## config.mk

```make
export PLATFORM = sky130hd
export DESIGN_NAME = wash_cycle_sensor_timer
export DESIGN_NICKNAME = d
export VERILOG_FILES = /design/src/rtl/wash_cycle_sensor_timer.sv
export SDC_FILE = /design/constraint.sdc
export NUM_CORES = 1
export LEC_CHECK = 0
export CAP_MARGIN = 25
export CORE_MARGIN = 2
export CORE_UTILIZATION = 55
export DETAILED_ROUTE_END_ITERATION = 8
export HOLD_SLACK_MARGIN = 0.08
export PLACE_DENSITY = 0.69
export SYNTH_ARGS = -nofsm -noshare
export SYNTH_HDL_FRONTEND = slang
export SYNTH_SLANG_ARGS = --single-unit
```

## constraint.sdc

```tcl
create_clock -name clock -period 6.4 [get_ports clock]
set_input_delay 1.28 -clock clock [delete_from_list [all_inputs] [get_ports clock]]
set_output_delay 1.28 -clock clock [all_outputs]
set_load 0.01 [all_outputs]
```

## src/rtl/wash_cycle_sensor_timer.sv

```systemverilog
// Input conditioning and phase timers in front of the wash-cycle controller FSM.
// Define FILL_TIMEOUT_EN to build the fill-valve watchdog; otherwise fill_err is tied low.

// Two-flop synchroniser followed by a mismatch-count debouncer with rise detection.
module wash_cycle_debounce #(
    parameter int unsigned DEB_CYCLES = 4,
    parameter int unsigned CNT_W      = 16
) (
    input  logic clock,
    input  logic rst_n,
    input  logic raw_i,
    output logic level_o,
    output logic rise_o
);
    logic [1:0]       sync_q;
    logic [CNT_W-1:0] cnt_q, cnt_d;
    logic             level_q, level_d;
    logic             rise_q, rise_d;

    always_comb begin
        cnt_d   = cnt_q;
        level_d = level_q;
        rise_d  = 1'b0;
        if (sync_q[1] != level_q) begin
            if (cnt_q == CNT_W'(DEB_CYCLES - 1)) begin
                cnt_d   = '0;
                level_d = sync_q[1];
                rise_d  = sync_q[1];
            end else begin
                cnt_d = cnt_q + CNT_W'(1);
            end
        end else begin
            cnt_d = '0;
        end
    end

    always_ff @(posedge clock or negedge rst_n) begin
        if (!rst_n) begin
            sync_q  <= 2'b00;
            cnt_q   <= '0;
            level_q <= 1'b0;
            rise_q  <= 1'b0;
        end else begin
            sync_q  <= {sync_q[0], raw_i};
            cnt_q   <= cnt_d;
            level_q <= level_d;
            rise_q  <= rise_d;
        end
    end

    assign level_o = level_q;
    assign rise_o  = rise_q;
endmodule

// Saturating phase timer; done is a level that holds while the mode stays high.
module wash_cycle_phase_timer #(
    parameter int unsigned LIMIT = 20,
    parameter int unsigned CNT_W = 16
) (
    input  logic clock,
    input  logic rst_n,
    input  logic mode_i,
    input  logic kill_i,
    output logic done_o
);
    logic [CNT_W-1:0] cnt_q, cnt_d;
    logic             done_q, done_d;

    always_comb begin
        cnt_d  = cnt_q;
        done_d = 1'b0;
        if (mode_i && !kill_i) begin
            if (cnt_q != CNT_W'(LIMIT)) begin
                cnt_d = cnt_q + CNT_W'(1);
            end
            done_d = (cnt_d == CNT_W'(LIMIT));
        end else begin
            cnt_d = '0;
        end
    end

    always_ff @(posedge clock or negedge rst_n) begin
        if (!rst_n) begin
            cnt_q  <= '0;
            done_q <= 1'b0;
        end else begin
            cnt_q  <= cnt_d;
            done_q <= done_d;
        end
    end

    assign done_o = done_q;
endmodule

module wash_cycle_sensor_timer #(
    parameter int unsigned DEB_CYCLES   = 4,
    parameter int unsigned SHAKE_CYCLES = 20,
    parameter int unsigned TURN_CYCLES  = 12,
    parameter int unsigned FILL_TIMEOUT = 50,
    parameter int unsigned CNT_W        = 16
) (
    input  logic clock,
    input  logic reset_n,
    input  logic start_btn,
    input  logic level_raw,
    input  logic valve,
    input  logic shake_mode,
    input  logic turn_mode,
    output logic start,
    output logic full,
    output logic Time,
    output logic dry,
    output logic fill_err
);
    // Reset asserts asynchronously and is released on a clock edge.
    logic [1:0] rst_sync_q;
    logic       rst_n;

    always_ff @(posedge clock or negedge reset_n) begin
        if (!reset_n) begin
            rst_sync_q <= 2'b00;
        end else begin
            rst_sync_q <= {rst_sync_q[0], 1'b1};
        end
    end

    assign rst_n = rst_sync_q[1];

    logic btn_level_unused;
    logic level_rise_unused;
    logic overlap;

    assign overlap = shake_mode & turn_mode;

    wash_cycle_debounce #(
        .DEB_CYCLES(DEB_CYCLES),
        .CNT_W     (CNT_W)
    ) u_deb_start (
        .clock  (clock),
        .rst_n  (rst_n),
        .raw_i  (start_btn),
        .level_o(btn_level_unused),
        .rise_o (start)
    );

    wash_cycle_debounce #(
        .DEB_CYCLES(DEB_CYCLES),
        .CNT_W     (CNT_W)
    ) u_deb_level (
        .clock  (clock),
        .rst_n  (rst_n),
        .raw_i  (level_raw),
        .level_o(full),
        .rise_o (level_rise_unused)
    );

    wash_cycle_phase_timer #(
        .LIMIT(SHAKE_CYCLES),
        .CNT_W(CNT_W)
    ) u_shake (
        .clock (clock),
        .rst_n (rst_n),
        .mode_i(shake_mode),
        .kill_i(overlap),
        .done_o(Time)
    );

    wash_cycle_phase_timer #(
        .LIMIT(TURN_CYCLES),
        .CNT_W(CNT_W)
    ) u_turn (
        .clock (clock),
        .rst_n (rst_n),
        .mode_i(turn_mode),
        .kill_i(overlap),
        .done_o(dry)
    );

`ifdef FILL_TIMEOUT_EN
    // Watchdog on an open valve that never sees the tub fill; error clears only when the valve closes.
    logic [CNT_W-1:0] wd_cnt_q, wd_cnt_d;
    logic             fill_err_q, fill_err_d;

    always_comb begin
        wd_cnt_d   = wd_cnt_q;
        fill_err_d = fill_err_q;
        if (!valve) begin
            wd_cnt_d   = '0;
            fill_err_d = 1'b0;
        end else if (full) begin
            wd_cnt_d = '0;
        end else begin
            if (wd_cnt_q != CNT_W'(FILL_TIMEOUT)) begin
                wd_cnt_d = wd_cnt_q + CNT_W'(1);
            end
            if (wd_cnt_d == CNT_W'(FILL_TIMEOUT)) begin
                fill_err_d = 1'b1;
            end
        end
    end

    always_ff @(posedge clock or negedge rst_n) begin
        if (!rst_n) begin
            wd_cnt_q   <= '0;
            fill_err_q <= 1'b0;
        end else begin
            wd_cnt_q   <= wd_cnt_d;
            fill_err_q <= fill_err_d;
        end
    end

    assign fill_err = fill_err_q;
`else
    logic valve_unused;
    assign valve_unused = valve;
    assign fill_err     = 1'b0;
`endif
endmodule

```

==> impl_metrics.toml, run 1 <==
[status]
outcome = "finished, final reports clean"

[synth]
syn_nets = 406
syn_avg_cell_area_um2 = 9.51
synth_xor_area_share_pct = 13.4
yosysSeqAreaShare_pct = 50.2
synth_warnings = 0
ys_types = 38
synthMuxAreaShare_pct = 0.602
synth-adder-area-share_pct = 2.01
synth-compound-area-share_pct = 4.99
synthSimpleGateAreaFrac_pct = 25.8
syn_area_mm2 = 0.00374
synth_seq_cells = 75
syn_inst = 393
synth_top_family_by_area = "simple AND/OR/NAND/NOR gates"

[setup_path]
crit_path_start_kind = "input pin"
reg2regPathDepth = 6
slowest_delay_ps = 430
crit_slowest_cell = "nand2b_1"
critical_path_class = "input pin to flip-flop"
cp-startpoint = "turn_mode"
critical_path_required_ps = 6680
critPathCaptureType = "flip-flop"
path_cells = "clkdlybuf4s50_1 -> nand2b_1 -> nor2_1 -> nand4_1 -> nor4_1 -> o221a_1"
reg2reg_to = "u_shake.done_o"
r2r-start = "u_shake.cnt_q[9]"
reg2reg_slack_ps = 4120
cp.arrival_ps = 3070
crit_fanout = 16
path_buf_inv = 1
critical_path.top_delay_family = "simple AND/OR/NAND/NOR gates"

[clocking]
post_cts_resized = 0
post_cts_buffers = 0
path_clk_slew_ps = 80
numCtsBuffers = 9
cts_sinks = 75
root_buffer = "clkbuf_8"
cts_tree = "yes"
ctsHtreeMaxLevel = 3
cts_hold_buf = 0
clock_latency_ps = 350
clk_path_buf_depth = 2

[die]
fp.dieW_um = 86.4
dieArea_mm2 = 0.00747
std_cell_rows = 30
ios = 12
die_h_um = 86.4
initial_core_util_pct = 56.0
core_mm2 = 0.00668

[sta]
max_slew_margin_pct = 41.2
timing.final.crit_period_ps = 2780
finalCritPeriodShare_pct = 43.5
maxSlewViolCount = 0
hold_viol_final = 0
finClkSkew_ps = 8.67
whs_ps = 358
setup_violations = 0
tightest_slew_ps = 882
fin_tns_setup_ps = 0
rsz0062_at_grt = "no"
timing.fmax_mhz = 359

[layout]
num_antenna_cells = 0
final_common_cell = "dfrtp_1"
fillCellCount = 598
layout.nets = 410
area_growth_pct = 9.47
layout_common_cells = "dfrtp_1, nor2_1, xor2_1"
finish.utilization_pct = 61.3
seq_area_mm2 = 0.00188
multiInputGateArea_mm2 = 0.00176
drive_gt1_share_pct = 5.97
finalNonFillerCells = 482

[worst_hold_path]
hold_path_startpoint = "rst_sync_q[0]"
whs_endpoint = "rst_sync_q[1]"
min_delay_path_depth = 0
min_path_type = "flip-flop to flip-flop"

[global_routing]
busiest_layer = "met2"
grtUsageMet1_pct = 25.8
use_met2_pct = 27.1
grt_util_all_layers_pct = 18.3
gr-usage-met3_pct = 3.33
antenna_found_initial = 0
grt_overflow = 0
grt_pass1_wl_um = 10900
grt_pass1_vias = 2477
grt_start_max_net_pins = 74

[placement]
portBuffers = 9
gp_congestion = 0.807
hpwl_um = 4140
place_inst = 466

[routing]
drtAntennaViolNets = 0
vias_per_cell = 5.47
drc = 0
vias = 2636
totalWireLength_um = 6270
drt-initial-drc-count = 67
avgRoutedWirePerCell_um = 13.0
firstDrtPassIters = 4

[job]
cap_violations = 0

[power]
p_leak_nw = 1.71
finalPower_mw = 1.03
ir_drop_mv = 0.145
power_density_mw_per_mm2 = 252
-- worst register-to-register path: stages, from the launching register on --
cell and delay [ps]:
dfrtp_1 430, or4_1 580, nor4_2 290, nand4_2 200, a21boi_0 170, nor4_1 310, o221a_1 230
-- stage by stage --
| stage | instance area (µm²) | setup WS [ps] |
|---|---|---|
| final | 4090 | 3620 |
| after global routing | 4090 | 3470 |
| after CTS | 4090 | 3630 |
| after detailed placement | 3870 | 3270 |
| after global placement | 3870 | 3310 |
| after floorplan | 3740 | 4160 |
-- routing by layer --
metal	routed length, µm	vias up
li1	-	1349
met1	3310	1257
met2	2700	18
met3	113	12
met4	142	0
met5	0	-
-- registers in the layout, summed over array words and instances, names as in the netlist --
name                 flops
rst_sync_q               2
u_deb_level.cnt_q       16
u_deb_level.level_o      1
u_deb_level.sync_q       2
u_deb_start.cnt_q       16
u_deb_start.level_o      1
u_deb_start.rise_o       1
u_deb_start.sync_q       2
u_shake.cnt_q           16
u_shake.done_o           1
u_turn.cnt_q            16
u_turn.done_o            1
-- Yosys cell counts --
cell | number | area share (%)
a211o_1 | 1 | 0.23
a211oi_1 | 2 | 0.40
a21boi_0 | 1 | 0.20
a21oi_1 | 7 | 0.94
a31oi_1 | 6 | 1.0
a41oi_1 | 1 | 0.23
and2_0 | 1 | 0.17
and2_1 | 2 | 0.33
and3_1 | 12 | 2.0
and4_1 | 1 | 0.23
buf_2 | 1 | 0.13
buf_4 | 1 | 0.20
clkbuf_1 | 15 | 1.5
conb_1 | 2 | 0.20
dfrtp_1 | 75 | 50
ha_1 | 6 | 2.0
inv_1 | 10 | 1.0
mux2_2 | 2 | 0.60
nand2_1 | 24 | 2.4
nand2b_1 | 2 | 0.33
nand3_1 | 31 | 4.1
nand4_1 | 10 | 1.7
nand4_2 | 1 | 0.33
nor2_1 | 70 | 7.0
nor2b_1 | 4 | 0.67
nor3_1 | 8 | 1.1
nor3b_1 | 4 | 0.80
nor4_1 | 10 | 1.7
nor4_2 | 2 | 0.67
nor4b_1 | 4 | 0.94
o21ai_0 | 11 | 1.5
o221a_1 | 1 | 0.30
o31ai_1 | 1 | 0.20
or3_1 | 5 | 0.84
or4_1 | 1 | 0.20
or4b_2 | 1 | 0.27
xnor2_1 | 23 | 5.4
xor2_1 | 34 | 8.0
-- cells by family (layout without fill, tap and decap cells) --
kind of cell / Yosys count / count (layout)
flip-flops: 75 / 75
AND/OR/NAND/NOR: 193 / 193
multiplexers: 2 / 2
adder cells (fa/ha/maj): 6 / 6
AO/OA/AOI/OAI: 31 / 31
buffers and inverters: 27 / 36
other: 2 / 2
XOR/XNOR: 57 / 57
-- cell type report --
type,instances,share of cell area [%]
clock buffers,9,3.03
clock inverters,7,2.45
inverters,10,0.917
multi-input cells,291,42.9
flip-flops and latches,75,45.9
well taps,80,2.45
repair buffers,10,2.38
-- power by group --
group | switching, mW | internal (mW) | total (mW)
combinational | 0.0664 | 0.0384 | 0.105
sequential | 0.0221 | 0.497 | 0.519
clock | 0.185 | 0.222 | 0.407
-- worst max path at each step --
stage,end,slack [ps],depth (start not counted)
detailed placement,u_shake.done_o,3270,6
CTS,u_shake.done_o,3630,6
global route,u_shake.done_o,3470,6
finish,u_shake.done_o,3620,6
floorplan,u_deb_level.cnt_q[0],4160,0
global placement,u_shake.done_o,3310,6
Note: power is estimated with default switching activity, not from simulation.
==> run 2: changes to the inputs <==
PLACE_DENSITY = 0.71   (was 0.69)
clock period = 2.4 ns   (was 6.4 ns; I/O delays follow)
==> run 2 against run 1 <==
Against the previous run: clock skew is 5.3 ps higher; non-clock buffer count rose by 2; sequential power rose to 2.7 times the previous value; largest cell class unchanged; worst setup slack got worse by 3500 ps; via count is 2.9% higher; global-route usage up 1.4 points; largest power group unchanged.
==> impl_metrics.toml, run 2 (synthesized netlist as in run 1, its figures left out) <==
[sta]
timing.final.crit_period_ps = 2240
finalCritPeriodShare_pct = 93.2
maxSlewViolCount = 0
fin_tns_setup_ps = 0
hold_viol_final = 0
max_slew_margin_pct = 65.1
rsz0062_at_grt = "no"
timing.fmax_mhz = 447
finClkSkew_ps = 14.0
tightest_slew_ps = 524
setup_slack_ps = 164
setup_violations = 0

[global_routing]
grt_start_max_net_pins = 74
grt_util_all_layers_pct = 19.7
gr-usage-met3_pct = 3.81
use_met2_pct = 29.2
grt_pass1_vias = 2528
antenna_found_initial = 0
grt_overflow = 0
grt_pass1_wl_um = 11600
grtUsageMet1_pct = 28.0
busiest_layer = "met2"

[clocking]
numCtsBuffers = 9
root_buffer = "clkbuf_8"
path_clk_slew_ps = 80
cts_sinks = 75
ctsHtreeMaxLevel = 3
clk_path_buf_depth = 2
post_cts_buffers = 0
cts_tree = "yes"
clock_latency_ps = 360

[setup_path]
critical_path.top_delay_family = "simple AND/OR/NAND/NOR gates"
endpoint = "u_shake.done_o"
crit_slowest_cell = "or4_1"
cp.arrival_ps = 2520
path_buf_inv = 0
path_cells = "or4_1 -> nor4_4 -> nand4_2 -> a21boi_0 -> nor4_2 -> o221a_1"
cp_num_cells = 6
crit_fanout = 5
crit_path_start_kind = "flip-flop"
critical_path_class = "flip-flop to flip-flop"
reg2reg_slack_ps = 160
r2r-start = "u_shake.cnt_q[9]"
reg2regPathDepth = 6
slowest_delay_ps = 590
critPathCaptureType = "flip-flop"
reg2reg_to = "u_shake.done_o"
critical_path_required_ps = 2690
cp-startpoint = "u_shake.cnt_q[9]"

[layout]
layout.nets = 412
final_common_cell = "dfrtp_1"
num_antenna_cells = 0
finish.utilization_pct = 61.7
drive_gt1_share_pct = 6.68
final_area_mm2 = 0.00412
area_growth_pct = 10.2
layout_common_cells = "dfrtp_1, nor2_1, xor2_1"

[routing]
totalWireLength_um = 6500
vias = 2713
avgRoutedWirePerCell_um = 13.4
vias_per_cell = 5.61
drc = 0
drt-initial-drc-count = 202
drtAntennaViolNets = 0
firstDrtPassIters = 4

[die]
initial_core_util_pct = 56.0
core_mm2 = 0.00668
die_h_um = 86.4
dieArea_mm2 = 0.00747
std_cell_rows = 30
fp.dieW_um = 86.4
ios = 12

[power]
ir_drop_mv = 0.343
p_leak_nw = 1.71
power_density_mw_per_mm2 = 653

[placement]
portBuffers = 9
gp_congestion = 0.822
hpwl_um = 4130
post_dp_cell_area_mm2 = 0.00390
pre_cts_slack_ps = 212

[worst_hold_path]
min_path_type = "input pin to asynchronous set/reset pin"

[status]
outcome = "finished, final reports clean"

[job]
cap_violations = 0
## run 2: cell count changes in the layout (fill, tap and decap cells not counted)
cell | previous run | this run
clkinv_4 | 3 | 2
bufinv_16 | 2 | 1
buf_12 | 0 | 1
clkbuf_8 | 9 | 10
buf_4 | 1 | 2
nor4_4 | 0 | 1
clkinvlp_4 | 0 | 1
clkinv_2 | 1 | 0
inv_6 | 1 | 2
nor4_1 | 10 | 9
## run 2: how the worst min path moves through the flow
stage,from,endpoint,slack (ps),cells past startpoint
finish,reset_n,rst_sync_q[0],280,1
global placement,rst_sync_q[1],u_deb_start.cnt_q[8],310,1
CTS,reset_n,rst_sync_q[0],260,1
detailed placement,rst_sync_q[1],u_deb_start.cnt_q[8],310,1
global route,reset_n,rst_sync_q[0],270,1
floorplan,reset_n,rst_sync_q[0],180,0
## run 2: area by class of cell
| type | instances | area (µm²) |
|---|---|---|
| inverters | 10 | 37.5 |
| clock buffers | 10 | 138 |
| clock inverters | 6 | 72.6 |
| well taps | 80 | 100 |
| flip-flops and latches | 75 | 1880 |
| fillers | 563 | 2560 |
| repair buffers | 12 | 125 |
| multi-input cells | 291 | 1770 |
## run 2: layer usage
metal	part of all wire (%)	vias to the layer above
met2	46	36
met1	50	1320
met4	1.8	0
met5	0	-
li1	-	1346
met3	2.6	11
## run 2: through the flow
stage | std cells | power (mW) | hold slack, ps
final | 484 | 2.69 | 278
after global routing | 484 | 2.84 | 266
after CTS | 484 | 2.73 | 264
after detailed placement | 468 | 1.70 | 310
after global placement | 468 | 1.70 | 309
after floorplan | 393 | 1.61 | 184
## run 2: repair_timing
action | 4_1_cts | 5_1_grt
resized for setup | 0 | 2
hold buffers | 0 | 0
setup endpoints to repair | 0 | 1
## run 2: report_power, final
group | total, mW | internal, mW | switching [mW]
logic | 0.287 | 0.106 | 0.181
clock network | 1.02 | 0.519 | 0.500
registers | 1.39 | 1.33 | 0.0601
total | 2.69 | 1.95 | 0.741
==> run 3: changes to the inputs <==
ABC_AREA = 1   (was not set)
clock period = 2 ns   (was 2.4 ns; I/O delays follow)
==> run 3 against run 2 <==
Against the previous run: sequential power increased by 19%; largest cell class is now multi-input gates; largest power group unchanged; register-to-register slack better by 130 ps; maximum frequency grew 31%; highest routed layer unchanged; die area up 8.1%; global-route usage up 1.2 points.
==> impl_metrics.toml, run 3 <==
[synth]
yosysSeqAreaShare_pct = 46.3
ys_types = 36
synth_seq_cells = 75
synth_edf_count = 0
syn_area_mm2 = 0.00406
ys.flop_type = "dfrtp_1"
synth_top_area_cell = "dfrtp_1"
synth-adder-area-share_pct = 1.85
syn_inst = 502
synthMuxAreaShare_pct = 0.278
synth_xor_area_share_pct = 6.26
synthSimpleGateAreaFrac_pct = 34.9
synth-compound-area-share_pct = 4.13
synth_top_area_share_pct = 46.3
syn_avg_cell_area_um2 = 8.08
yosysMostFrequentCell = "nor2_1"
syn_nets = 515
synth_top_family_by_area = "simple AND/OR/NAND/NOR gates"
synth_common_cells = "nor2_1, nand2_1, dfrtp_1"
synthArstFlopShare_pct = 100
netlist_top_cells_area = "dfrtp_1, nor2_1, nand2_1"
synth_warnings = 0

[clocking]
post_cts_resized = 0
path_clk_slew_ps = 80
clock_latency_ps = 350
ctsHtreeMaxLevel = 3
post_cts_buffers = 0
cts_sinks = 75
cts_tree = "yes"
root_buffer = "clkbuf_8"
clk_path_buf_depth = 2
cts_hold_buf = 0
numCtsBuffers = 9

[setup_path]
cp-startpoint = "u_shake.cnt_q[1]"
crit_fanout = 5
crit_path_start_kind = "flip-flop"
critical_path_class = "flip-flop to flip-flop"
cp.arrival_ps = 1980
critPathCaptureType = "flip-flop"
critical_path_required_ps = 2280
r2r-start = "u_shake.cnt_q[1]"

[routing]
drtAntennaViolNets = 0
drt-initial-drc-count = 119
drc = 0
vias = 3224
totalWireLength_um = 7590
vias_per_cell = 5.16
firstDrtPassIters = 4
avgRoutedWirePerCell_um = 12.1

[power]
p_leak_nw = 2.01
finalPower_mw = 3.20
ir_drop_mv = 0.366
power_density_mw_per_mm2 = 713

[die]
std_cell_rows = 31
initial_core_util_pct = 56.2
dieArea_mm2 = 0.00808
fp.dieW_um = 89.9
core_mm2 = 0.00721
ios = 12
die_h_um = 89.9

[layout]
finalNonFillerCells = 625
final_area_mm2 = 0.00449
layout.nets = 535
final_common_cell = "nor2_1"
num_antenna_cells = 0
drive_gt1_share_pct = 12.2
layout_common_cells = "nor2_1, nand2_1, dfrtp_1"
finish.utilization_pct = 62.2
area_growth_pct = 10.6

[sta]
tightest_slew_ps = 586
fin_tns_setup_ps = 0
finClkSkew_ps = 12.8
setup_slack_ps = 292
timing.fmax_mhz = 586
timing.final.crit_period_ps = 1710
max_slew_margin_pct = 60.9
hold_viol_final = 0
whs_ps = 214
finalCritPeriodShare_pct = 85.4
rsz0062_at_grt = "no"
setup_violations = 0
maxSlewViolCount = 0

[status]
outcome = "finished, final reports clean"

[placement]
hpwl_um = 5680
portBuffers = 9
post_dp_cell_area_mm2 = 0.00429
pre_cts_slack_ps = 234
gp_congestion = 0.906
place_inst = 610

[job]
cap_violations = 0

[global_routing]
grt_pass1_wl_um = 13700
grt_start_max_net_pins = 32
grt_overflow = 0
antenna_found_initial = 0
grt_pass1_vias = 3114
grt_util_all_layers_pct = 20.8

[worst_hold_path]
min_path_type = "input pin to asynchronous set/reset pin"
-- run 3: cell count changes after synthesis, sizes merged, moves of 12 or more --
cell    previous run  this run
xnor2             23         9
inv               10        57
clkbuf            15         3
nand2             24        98
and3              12         0
xor2              34        20
nor3               8        22
nor2              70       110
-- run 3: final cells by class --
| cell class | count | area (µm²) |
|---|---|---|
| Tap cell | 99 | 124 |
| Clock inverter | 4 | 51.3 |
| Fill cell | 647 | 2730 |
| Sequential cell | 75 | 1880 |
| Clock buffer | 11 | 141 |
| Inverter | 59 | 221 |
| Multi-Input combinational cell | 363 | 1930 |
| Timing Repair Buffer | 14 | 140 |
-- run 3: cells by family (layout without fill, tap and decap cells) --
| family | count (synthesis) | after routing |
|---|---|---|
| AND/OR/NAND/NOR | 296 | 296 |
| flip-flops | 75 | 75 |
| buffers and inverters | 64 | 88 |
| AO/OA/AOI/OAI | 29 | 29 |
| XOR/XNOR | 29 | 29 |
| adder cells (fa/ha/maj) | 6 | 6 |
| other | 2 | 2 |
| multiplexers | 1 | 1 |
-- run 3: worst paths after layout --
path | depth (start not counted) | slack [ps] | to
worst min register to register | 0 | 260 | u_deb_level.cnt_q[6]
min in group clock | 0 | 360 | u_deb_start.sync_q[1]
max in group asynchronous | 1 | 1170 | u_shake.cnt_q[15]
worst min-delay path | 1 | 210 | rst_sync_q[0]
worst max register to register | 9 | 290 | u_shake.done_o
worst max-delay path | 9 | 290 | u_shake.done_o
-- run 3: metal layers --
layer  routed length (µm)  global-route usage (%)  vias up
li1                     -                       -     1643
met1                 3640                    28.2     1536
met2                 3620                    33.0       35
met3                  189                    3.77       10
met4                  138                    9.10        0
met5                    0                       0        -
-- run 3: report_power, final --
group,internal (mW),total (mW),switching [mW]
logic,0.138,0.386,0.248
registers,1.59,1.66,0.0674
clock network,0.604,1.15,0.550
-- run 3: critical path: stages, from the launching register on --
cell and delay, ps:
dfrtp_1 400, ha_1 230, nand2_1 130, nor2_4 190, nand2_1 90, xor2_1 200, nand2_1 80, nor2_1 120
nand3_1 90, nor2_1 90
